[src/rtl/apb_slave_regfile.sv]
// rtl/apb_slave_regfile.sv - APB completer with DEPTH x K register file, optional wait states
// Optional feature macro: APB_SLV_WAIT_EN (fixed WAIT wait states per transfer; zero-wait when undefined)

module apb_slave_regfile #(
    parameter int K     = 8,
    parameter int DEPTH = 12,
    parameter int WAIT  = 2
) (
    input  logic         PCLK,
    input  logic         Preset,
    input  logic         Psel,
    input  logic         Penable,
    input  logic         Pwrite,
    input  logic [3:0]   Paddress,
    input  logic [K-1:0] PWdata,
    output logic [K-1:0] PRdata,
    output logic         Pready,
    output logic         Pslverr
);

    if (DEPTH < 1 || DEPTH > 16 || WAIT < 0 || WAIT > 15) begin : g_param_check
        $error("apb_slave_regfile: DEPTH must be 1..16 and WAIT 0..15");
    end

    typedef enum logic {
        IDLE,
        ACCESS
    } state_t;

    localparam logic [4:0] DEPTH_L = 5'(DEPTH);

    state_t       state_q, state_d;
    logic [3:0]   addr_q, addr_d;
    logic         write_q, write_d;
    logic [K-1:0] wdata_q, wdata_d;
    logic         ready_d, slverr_d;
    logic [K-1:0] rdata_d;
    logic         wr_en;

    logic [3:0]   resp_addr;
    logic         resp_err;
    logic [K-1:0] resp_data;

    logic [K-1:0] regs [DEPTH];

`ifdef APB_SLV_WAIT_EN
    localparam logic [3:0] WAIT_LOAD = 4'(WAIT);
    logic [3:0] cnt_q, cnt_d;
`endif

    // Response lookup: in IDLE the live address is being set up, in ACCESS the latched one is used
    always_comb begin
        resp_addr = (state_q == IDLE) ? Paddress : addr_q;
        resp_err  = ({1'b0, resp_addr} >= DEPTH_L);
        resp_data = '0;
        for (int i = 0; i < DEPTH; i++) begin
            if (resp_addr == 4'(i)) begin
                resp_data = regs[i];
            end
        end
        if (resp_err) begin
            resp_data = '0;
        end
    end

    // Next-state and next registered-output logic
    always_comb begin
        state_d  = state_q;
        addr_d   = addr_q;
        write_d  = write_q;
        wdata_d  = wdata_q;
        ready_d  = Pready;
        slverr_d = Pslverr;
        rdata_d  = PRdata;
        wr_en    = 1'b0;
`ifdef APB_SLV_WAIT_EN
        cnt_d    = cnt_q;
`endif
        case (state_q)
            IDLE: begin
                if (Psel && !Penable) begin
                    addr_d  = Paddress;
                    write_d = Pwrite;
                    wdata_d = PWdata;
                    state_d = ACCESS;
`ifdef APB_SLV_WAIT_EN
                    cnt_d = WAIT_LOAD;
                    if (WAIT_LOAD == 4'd0) begin
                        ready_d  = 1'b1;
                        slverr_d = resp_err;
                        rdata_d  = resp_data;
                    end
`else
                    ready_d  = 1'b1;
                    slverr_d = resp_err;
                    rdata_d  = resp_data;
`endif
                end
            end
            ACCESS: begin
                if (!Psel) begin
                    // Master abandoned the transfer: nothing is committed
                    state_d  = IDLE;
                    ready_d  = 1'b0;
                    slverr_d = 1'b0;
                end else if (Penable && Pready) begin
                    wr_en    = write_q && !resp_err;
                    state_d  = IDLE;
                    ready_d  = 1'b0;
                    slverr_d = 1'b0;
                end
`ifdef APB_SLV_WAIT_EN
                else if (!Pready && cnt_q != 4'd0) begin
                    cnt_d = cnt_q - 4'd1;
                    if (cnt_q == 4'd1) begin
                        ready_d  = 1'b1;
                        slverr_d = resp_err;
                        rdata_d  = resp_data;
                    end
                end
`endif
            end
            default: begin
                state_d = IDLE;
            end
        endcase
    end

    // State, latched setup values and registered outputs
    always_ff @(posedge PCLK) begin
        if (Preset) begin
            state_q <= IDLE;
            addr_q  <= '0;
            write_q <= 1'b0;
            wdata_q <= '0;
            Pready  <= 1'b0;
            Pslverr <= 1'b0;
            PRdata  <= '0;
`ifdef APB_SLV_WAIT_EN
            cnt_q   <= '0;
`endif
        end else begin
            state_q <= state_d;
            addr_q  <= addr_d;
            write_q <= write_d;
            wdata_q <= wdata_d;
            Pready  <= ready_d;
            Pslverr <= slverr_d;
            PRdata  <= rdata_d;
`ifdef APB_SLV_WAIT_EN
            cnt_q   <= cnt_d;
`endif
        end
    end

    // Register file: cleared on reset, written on a successful write completion
    always_ff @(posedge PCLK) begin
        for (int i = 0; i < DEPTH; i++) begin
            if (Preset) begin
                regs[i] <= '0;
            end else if (wr_en && addr_q == 4'(i)) begin
                regs[i] <= wdata_q;
            end
        end
    end

endmodule

[config.mk]
export PLATFORM = sky130hd
export DESIGN_NAME = apb_slave_regfile
export DESIGN_NICKNAME = d
export VERILOG_FILES = /design/src/rtl/apb_slave_regfile.sv
export SDC_FILE = /design/constraint.sdc
export NUM_CORES = 1
export LEC_CHECK = 0
export ABC_AREA = 0
export ABC_CLOCK_PERIOD_IN_PS = 2700
export CORE_MARGIN = 2
export CORE_UTILIZATION = 38
export DETAILED_ROUTE_END_ITERATION = 8
export GPL_ROUTABILITY_DRIVEN = 0
export GPL_TIMING_DRIVEN = 0
export PLACE_DENSITY = 0.57
export SETUP_SLACK_MARGIN = 0.05
export SYNTH_ARGS = -nofsm -noshare
export SYNTH_HDL_FRONTEND = slang
export SYNTH_SLANG_ARGS = --single-unit
[constraint.sdc]
create_clock -name PCLK -period 2.7 [get_ports PCLK]
set_clock_uncertainty 0.1 [all_clocks]
set_input_delay 0.54 -clock PCLK [delete_from_list [all_inputs] [get_ports PCLK]]
set_output_delay 0.54 -clock PCLK [all_outputs]
set_load 0.03 [all_outputs]
==> flow_summary.toml, run 1 <==
[timing]
max_freq_mhz = 386
worst_slew_pin_slew_ps = 763
setup_viol = 0
period_needed_ps = 2590
setup_ws_ps = 109
finalMaxSlewViolations = 0
rsz0062_at_grt = "no"
hold_violations = 0
min_period_over_period_pct = 96.0
relSlewSlack_pct = 48.7
whs_ps = 377

[synthesis]
netlist.area_leader.share_pct = 51.0
ys.flop_type = "edfxtp_1"
synthCells = 482
synthTopCellsByArea = "edfxtp_1, and2_1, dfxtp_1"
ys_types = 54
async_flop_share_pct = 0
synth_edf_count = 96
yosysTopAreaCell = "edfxtp_1"
syn_area_per_cell_um2 = 11.7
ys_ff_latch = 120
synth_area_um2 = 5660
synth.most_common_cell = "and2_1"
ys_seq_area_share_pct = 59.5
synth_commonest_cells = "and2_1, edfxtp_1, nand2_1"
synthesis.nets = 499
yosysWarnings = 0

[power_and_ir_drop]
pwr_density_cell_nw_per_um2 = 678
vdd.ir_drop.worst_v = 0.000365
power.leakage_uw = 0.00240
total_power_uw = 4550

[setup_path]
criticalPathCategory = "in -> reg"
cp-end-kind = "register"
crit_path_start_kind = "primary input"
cp.arrival_ps = 2760
cp_common_cell = "buf_4"
r2r-start = "state_q$_SDFF_PP0_"
startpoint = "Paddress[0]"
crit_family = "buffers and inverters"
path_buf_inv = 3
cp_data_required_time_ps = 2870
slowest_delay_ps = 540
cp_max_fo = 10
cp_cell_sequence = "clkdlybuf4s50_1, mux2i_4, buf_4, buf_4, nand2_2, o221a_2, o2111ai_1, o211ai_1"
slowest_stage = "clkdlybuf4s50_1"

[global_routing]
track_usage_pct = 19.9
grt_first_pass_wirelength_um = 23400
antenna_found_initial = 0
overflow = 0
grt_max_degree = 17
grt_pass1_vias = 4025

[drt]
drt_wl_total_um = 15300
first_iter_violations = 300
vias_per_cell = 5.51
ant_nets = 0
dr_total_vias = 3990
drc = 0
wl_per_cell_um = 21.1
first_pass_iters = 5

[hold_path]
hold_start = "Pslverr$_SDFFE_PP0P_"
holdCritPathClass = "reg -> reg"

[finish]
n_antenna_cell = 0
drive_gt1_share_pct = 11.5
area_growth_pct = 18.7
design_area_um2 = 6710
nNetsFinal = 544
nFillCells = 1357

[floorplanning]
start_util_pct = 38.9
io_pins = 27
core_area_um2 = 14500
dieArea_um2 = 15900
row_count = 44
dieHeight_um = 126
die_w_um = 126

[place]
dpl.hpwl_um = 10800
numPortBuffers = 26
preCtsSetupSlack_ps = -591
postPlaceCellArea_um2 = 6150

[clocking]
tritoncts = "done"
cts_buffer_depth = 2
cts_max_level = 4
cts_hold_buffers = 0
cts_inserted_buffers = 17
numClockSinks = 120
clk_latency_ps = 420
clkTransAtPathRegs_ps = 50
root_buffer = "clkbuf_16"

[outcome]
status = "completed"

[flow_run]
maxCapViolCount = 0
[power breakdown]
group / switching (µW) / internal, µW
Clock: 768 / 1330
Sequential: 28.8 / 2050
Combinational: 235 / 132
[state kept, by name, indices dropped and copies added (netlist names)]
signal	count
wdata_q	8
addr_q	4
state_q	1
regs	96
Pslverr	1
Pready	1
PRdata	8
write_q	1
[worst paths after layout]
path              slack (ps)  depth (start not counted)                endpoint
setup / recovery         110                          8  PRdata[5]$_SDFFE_PP0P_
hold reg to reg          380                          2    Pslverr$_SDFFE_PP0P_
hold / removal           380                          2    Pslverr$_SDFFE_PP0P_
setup reg to reg         260                          8  PRdata[5]$_SDFFE_PP0P_
[cell families after synthesis]
family / after synthesis / synth area share (%)
AO/OA/AOI/OAI: 93 / 11.6
buffers and inverters: 32 / 2.59
flip-flops: 120 / 59.5
multiplexers: 19 / 5.75
AND/OR/NAND/NOR: 218 / 20.6
[layer usage]
metal | part of all wire, % | global-route usage [%] | up-vias
li1 | - | - | 1856
met1 | 44 | 26.7 | 1970
met2 | 49 | 32.4 | 143
met3 | 5.8 | 4.33 | 21
met4 | 1.5 | 6.46 | 0
met5 | 0 | 0 | -
[timing repair]
item / 4_1_cts / 5_1_grt
resized for setup: 4 / 5
endpoints found under the setup margin: 7 / 5
buffers inserted: 1 / 0
[final cells by class]
cell class                 instances  area, µm²  share of cell area (%)
buffer                            28        138                    2.05
multi-input combinational        330       2160                    32.2
inverter                           3       11.3                   0.168
tap                              184        230                    3.43
clock inverter                     4       43.8                   0.652
sequential                       120       3360                    50.1
clock buffer                      28        497                    7.40
timing repair buffer              27        268                    3.99
[placed cells by master, fill, tap and decap left out, drive strengths merged, types with 8 or more instances in the layout]
| cell type | n |
|---|---|
| edfxtp | 96 |
| clkbuf | 49 |
| dfxtp | 24 |
| o21ai | 8 |
| nand3 | 14 |
| buf | 8 |
| a32oi | 8 |
| nor2 | 23 |
| o211ai | 8 |
| a21o | 13 |
| and2 | 100 |
| a21oi | 25 |
| mux2 | 8 |
| clkdlybuf4s50 | 26 |
| mux4 | 9 |
| nand2 | 55 |
[worst reg2reg max path, cell delays in order, from the launching register on]
cell	delay, ps
dfxtp_1	330
buf_6	160
mux2i_4	400
buf_2	360
buf_2	310
nand2_1	80
a31oi_1	270
o2111ai_1	200
o211ai_1	150
[stage by stage]
stage,cells,utilization (%),TNS [ps]
final,724,46.2,0
after global routing,724,46.2,0
after CTS,725,46.2,0
after detailed placement,692,42.3,-24030
after global placement,692,42.3,-25760
after floorplan,482,-,0
(Power assumes the default switching activity.)
==> run 2: changes to the inputs <==
REMOVE_ABC_BUFFERS = 1   (was unset)
SLEW_MARGIN = 20   (was unset)
==> run 2 against run 1 <==
  * Non-clock buffer count is 22 lower
  * First-iteration DRC count is 10% higher
  * Combinational power is 7.6% lower
  * Critical path depth is 2 lower
  * Total power is 0.64% higher
  * Design area is 0.41% lower
  * Global-route usage is 0.10 points higher
  * Maximum frequency is 1.6% higher
  * Core utilization is 0.19 points lower
  * Routed wire length is 3.5% lower
  * Hold slack worse by 7.2 ps
  * Setup slack better by 40 ps
  * Largest cell class unchanged
  * Largest power group unchanged
==> flow_summary.toml, run 2 (same netlist as run 1, synthesis figures left out) <==
[finish]
largest_register_ffs = 96
design_area_um2 = 6690
drive_gt1_share_pct = 12.4
final_cells = 702
final_util_pct = 46.0
final_cell_mix = "and2_1, edfxtp_1, nand2_1"
area_growth_pct = 18.2
nNetsFinal = 522
n_antenna_cell = 0
max_flop_register = "regs"
final_common_cell = "and2_1"
reg_top3 = "regs: 96 flops, PRdata: 8 flops, wdata_q: 8 flops"

[place]
dpl.cell_count = 666
dpl.hpwl_um = 9760
postPlaceCellArea_um2 = 6090
preCtsSetupSlack_ps = -655
numPortBuffers = 26

[setup_path]
slowest_delay_ps = 710
cp_cell_sequence = "clkdlybuf4s50_1, or3b_2, nand2_2, a32oi_1, a32oi_1, o21a_1"
crit_path_start_kind = "primary input"
cp-end-kind = "register"
cp_data_required_time_ps = 2960
cp_max_fo = 15
cp.arrival_ps = 2810
slowest_stage = "clkdlybuf4s50_1"
criticalPathCategory = "in -> reg"
cp_common_cell = "a32oi_1"

[drt]
ant_nets = 0
drc = 0
dr_total_vias = 3826
vias_per_cell = 5.45
wl_per_cell_um = 21.0
first_pass_iters = 5
drt_wl_total_um = 14800
first_iter_violations = 331

[global_routing]
grt_max_degree = 40
grt_pass1_vias = 3928
antenna_found_initial = 1
track_usage_pct = 20.0
grt_first_pass_wirelength_um = 23400
overflow = 0

[power_and_ir_drop]
vdd.ir_drop.worst_v = 0.000531
switching_share_pct = 22.0
seq_power_share_pct = 46.0
power.leakage_uw = 0.00238
comb_power_share_pct = 7.4
pwr_density_cell_nw_per_um2 = 685
clockPowerShare_pct = 46.6
switchingPower_uw = 1010
intPower_uw = 3570

[clocking]
numClockSinks = 120
cts_max_level = 4
root_buffer = "clkbuf_16"
tritoncts = "done"
clk_latency_ps = 410
cts_hold_buffers = 0
cts_buffer_depth = 2
clkTransAtPathRegs_ps = 50
cts_inserted_buffers = 17

[flow_run]
maxCapViolCount = 0

[floorplanning]
dieHeight_um = 126
start_util_pct = 38.9
io_pins = 27
dieArea_um2 = 15900
die_w_um = 126
row_count = 44
core_area_um2 = 14500

[outcome]
status = "completed"

[timing]
worst_slew_pin_slew_ps = 746
setup_ws_ps = 150
hold_violations = 0
rsz0062_at_grt = "no"
period_needed_ps = 2550
max_freq_mhz = 392
relSlewSlack_pct = 50.3
min_period_over_period_pct = 94.5
finalMaxSlewViolations = 0
setup_viol = 0

[hold_path]
holdCritPathClass = "reg -> reg"
-- run 2: repair_timing --
action	in CTS	in global routing
buffers inserted	4	0
endpoints found under the hold margin	0	0
endpoints found under the setup margin	8	0
resized for setup	5	0
-- run 2: worst max-delay path: cells and delay by family --
family,cells,cell delay [ps]
AND/OR/NAND/NOR,2,820
AO/OA/AOI/OAI,3,740
buffers and inverters,1,710
-- run 2: path summary, 6_finish.rpt --
kind | start | end | slack (ps) | depth (start not counted)
setup / recovery | Paddress[2] | PRdata[0]$_SDFFE_PP0P_ | 150 | 6
hold / removal | Pslverr$_SDFFE_PP0P_ | Pslverr$_SDFFE_PP0P_ | 370 | 2
setup reg to reg | state_q$_SDFF_PP0_ | PRdata[3]$_SDFFE_PP0P_ | 180 | 6
hold reg to reg | Pslverr$_SDFFE_PP0P_ | Pslverr$_SDFFE_PP0P_ | 370 | 2
-- run 2: layout make-up --
class | count | area (µm²)
fill | 1316 | 7850
sequential | 120 | 3360
multi-input combinational | 330 | 2170
clock buffer | 29 | 520
timing repair buffer | 33 | 348
tap | 184 | 230
clock inverter | 3 | 38.8
inverter | 3 | 11.3
-- run 2: per-layer routing --
metal,vias up,track usage (%),routed length [µm]
met5,-,0,0
met4,0,7.11,310
met3,25,4.42,738
met2,98,32.7,7290
met1,1886,26.5,6420
li1,1817,-,-
-- run 2: metrics by stage --
stage / setup TNS (ps) / hold WS (ps) / power, µW
after CTS: 0 / 374 / 4610
after global routing: 0 / 389 / 4730
final: 0 / 369 / 4580
after floorplan: -738 / 344 / 2310
after global placement: -70400 / 355 / 2450
after detailed placement: -17420 / 367 / 2480
-- run 2: power by group through the flow --
| stage | clock network, µW | logic (µW) | registers [µW] |
|---|---|---|---|
| 6_report | 2130 | 339 | 2110 |
| 5_1_grt | 2250 | 367 | 2110 |
| 4_1_cts | 2160 | 341 | 2110 |
| 3_5_place_dp | 0 | 332 | 2140 |
| 3_3_place_gp | 0 | 313 | 2140 |
| 2_1_floorplan | 0 | 179 | 2130 |
==> run 3: changes to the inputs <==
CTS_CLUSTER_DIAMETER = 120   (was unset)
==> results of run 3 <==
Final layout, timing and power as in run 2 (identical DEF).
==> patch, RTL diff (settings of run 1) <==
The option `APB_SLV_WAIT_EN` is turned on by a define.
--- a/src/rtl/apb_slave_regfile.sv
+++ b/src/rtl/apb_slave_regfile.sv
@@ -2,2 +2,4 @@
 // Optional feature macro: APB_SLV_WAIT_EN (fixed WAIT wait states per transfer; zero-wait when undefined)
+
+`define APB_SLV_WAIT_EN
 
Function: changed (a bounded check fails within 4 cycles, from zero or initial values and one cycle with Preset high).
==> patch against run 1 <==
Worst setup slack improved by 0.022 ns. Power is 3.5% higher. Core utilization is 0.90 points higher. Sequential cell count grew 4. Routed wire length is 13% higher. Synthesized area is 6.7% higher. Design area up 10%. Highest routed layer unchanged. Global-route usage is 1.7 points higher.
==> patch: results (changes against run 1) <==
stage	metric	value	unit	change
final_layout	diodes	0		unchanged
synthesis	synth_area_leaders	edfxtp_1 (48%), and2_1 (10%), dfxtp_1 (9.3%)		was edfxtp_1 (51%), and2_1 (11%), dfxtp_1 (8.5%)
final_layout	fin_nets	629		was 544
final_layout	fillers	1437		was 1357
synthesis	synth_edf_count	96		unchanged
pwr	vdd_drop_max	0.000440	V	was 0.000365 V
drt	num_vias	4612		was 3990
worst_hold_path	min_from	write_q		was Pslverr
grt	grt_pass1_vias	4423		was 4025
grt	grt_antenna_before_repair	1		was 0
critical_path	cp.arrival	2.60	ns	was 2.76 ns
timing	whs	0.359	ns	was 0.377 ns
grt	track_usage	21.6	%	was 19.9%
critical_path	crit_start	Psel		was Paddress[0]
clock_network	insertion_delay	0.43	ns	
synthesis	ys_seq_area_share	57.1	%	was 59.5%
timing	worst_pin_slew	0.808	ns	was 0.763 ns
pwr	switchingPower	0.00111	W	was 0.00103 W
drt	wire_per_inst	20.6	um	was 21.1 um
synthesis	synthDistinctLibCells	59		was 54
final_layout	stdcell_count	838		was 724
run_status	status	finished clean		unchanged
final_layout	drive_above_1_share	15.4	%	was 11.5%
critical_path	r2r_setup_slack	0.30	ns	was 0.26 ns
pwr	p_leak	2.64	nW	was 2.40 nW
synthesis	synth_common_cells	and2_1 (99), edfxtp_1 (96), nand2_1 (70), a21oi_1 (48), dfxtp_1 (28)		was and2_1 (99), edfxtp_1 (96), nand2_1 (54), a21oi_1 (25), dfxtp_1 (24)
placement	dp_cells	802		was 692
drt	drt_iter0_drc	475		was 300
synthesis	synthesis.nets	579		was 499
placement	hpwl	12200	um	was 10800 um
grt	grt_pass1_wl	26000	um	was 23400 um
synthesis	netlist_instances	559		was 482
grt	grt_max_degree	17		unchanged
critical_path	critPathMaxFanout	6		was 10
critical_path	r2r-start	cnt_q[0]		was state_q
[patch: worst paths after layout]
| check | endpoint | depth (start not counted) |
|---|---|---|
| worst max register to register | PRdata[1] | 8 |
| worst min register to register | write_q | 2 |
| worst max-delay path | regs[0][9] | 7 |
| worst min-delay path | write_q | 2 |
[patch: per-layer routing]
| metal | global-route usage (%) | part of all wire, % |
|---|---|---|
| met2 | 33.0 | 46 |
| met3 | 5.82 | 7.2 |
| met1 | 28.9 | 43 |
| met5 | 0 | 0 |
| met4 | 9.36 | 3.5 |
[patch: per-stage QoR]
| stage | setup WS [ns] | power [W] | TNS (ns) | area, um2 | utilization [%] |
|---|---|---|---|---|---|
| final | 0.132 | 0.00471 | 0 | 7400 | 47.1 |
| after global routing | 0.0644 | 0.00486 | 0 | 7400 | 47.1 |
| after CTS | -0.100 | 0.00471 | -2.16 | 7270 | 46.3 |
| after detailed placement | -1.08 | 0.00256 | -102.57 | 6580 | 41.9 |
| after global placement | -1.18 | 0.00255 | -100.30 | 6560 | 41.8 |
| after floorplan | 0.0877 | 0.00240 | 0 | 6030 | - |
[patch: cells by family (layout without fill, tap and decap cells)]
| group | count (synthesis) | count (layout) | synth area share [%] |
|---|---|---|---|
| AO/OA/AOI/OAI | 125 | 125 | 13.1 |
| XOR/XNOR | 2 | 2 | 0.290 |
| adder cells (fa/ha/maj) | 3 | 3 | 0.622 |
| buffers and inverters | 46 | 109 | 3.48 |
| flip-flops | 124 | 124 | 57.1 |
| multiplexers | 15 | 15 | 3.40 |
| AND/OR/NAND/NOR | 244 | 244 | 22.0 |
[patch: final cells by class]
class	instances	area (um2)	share of cell area, %
Tap cell	216	270	3.65
Timing Repair Buffer	31	325	4.40
Sequential cell	124	3440	46.5
Inverter	11	41.3	0.558
Clock inverter	5	26.3	0.355
Multi-Input combinational cell	389	2580	34.8
Buffer	35	179	2.42
Clock buffer	27	536	7.24
[patch: power groups by stage]
stage	combinational (W)	sequential [W]	clock [W]
floorplan	0.000235	0.00217	0
detailed placement	0.000377	0.00218	0
CTS	0.000397	0.00214	0.00217
global placement	0.000368	0.00218	0
finish	0.000423	0.00214	0.00214
global route	0.000452	0.00215	0.00226
[patch: timing repair]
item	in CTS	in global routing
resized for setup	27	28
setup endpoints to repair	98	174
hold endpoints to repair	0	0
pin swaps	2	2
buffers inserted	3	1
[patch: critical path, cell delays in order]
cell	delay, ns
clkdlybuf4s50_1	0.56
and2_2	0.23
nand2_1	0.09
or4_1	0.48
buf_2	0.25
o31ai_4	0.26
buf_4	0.19
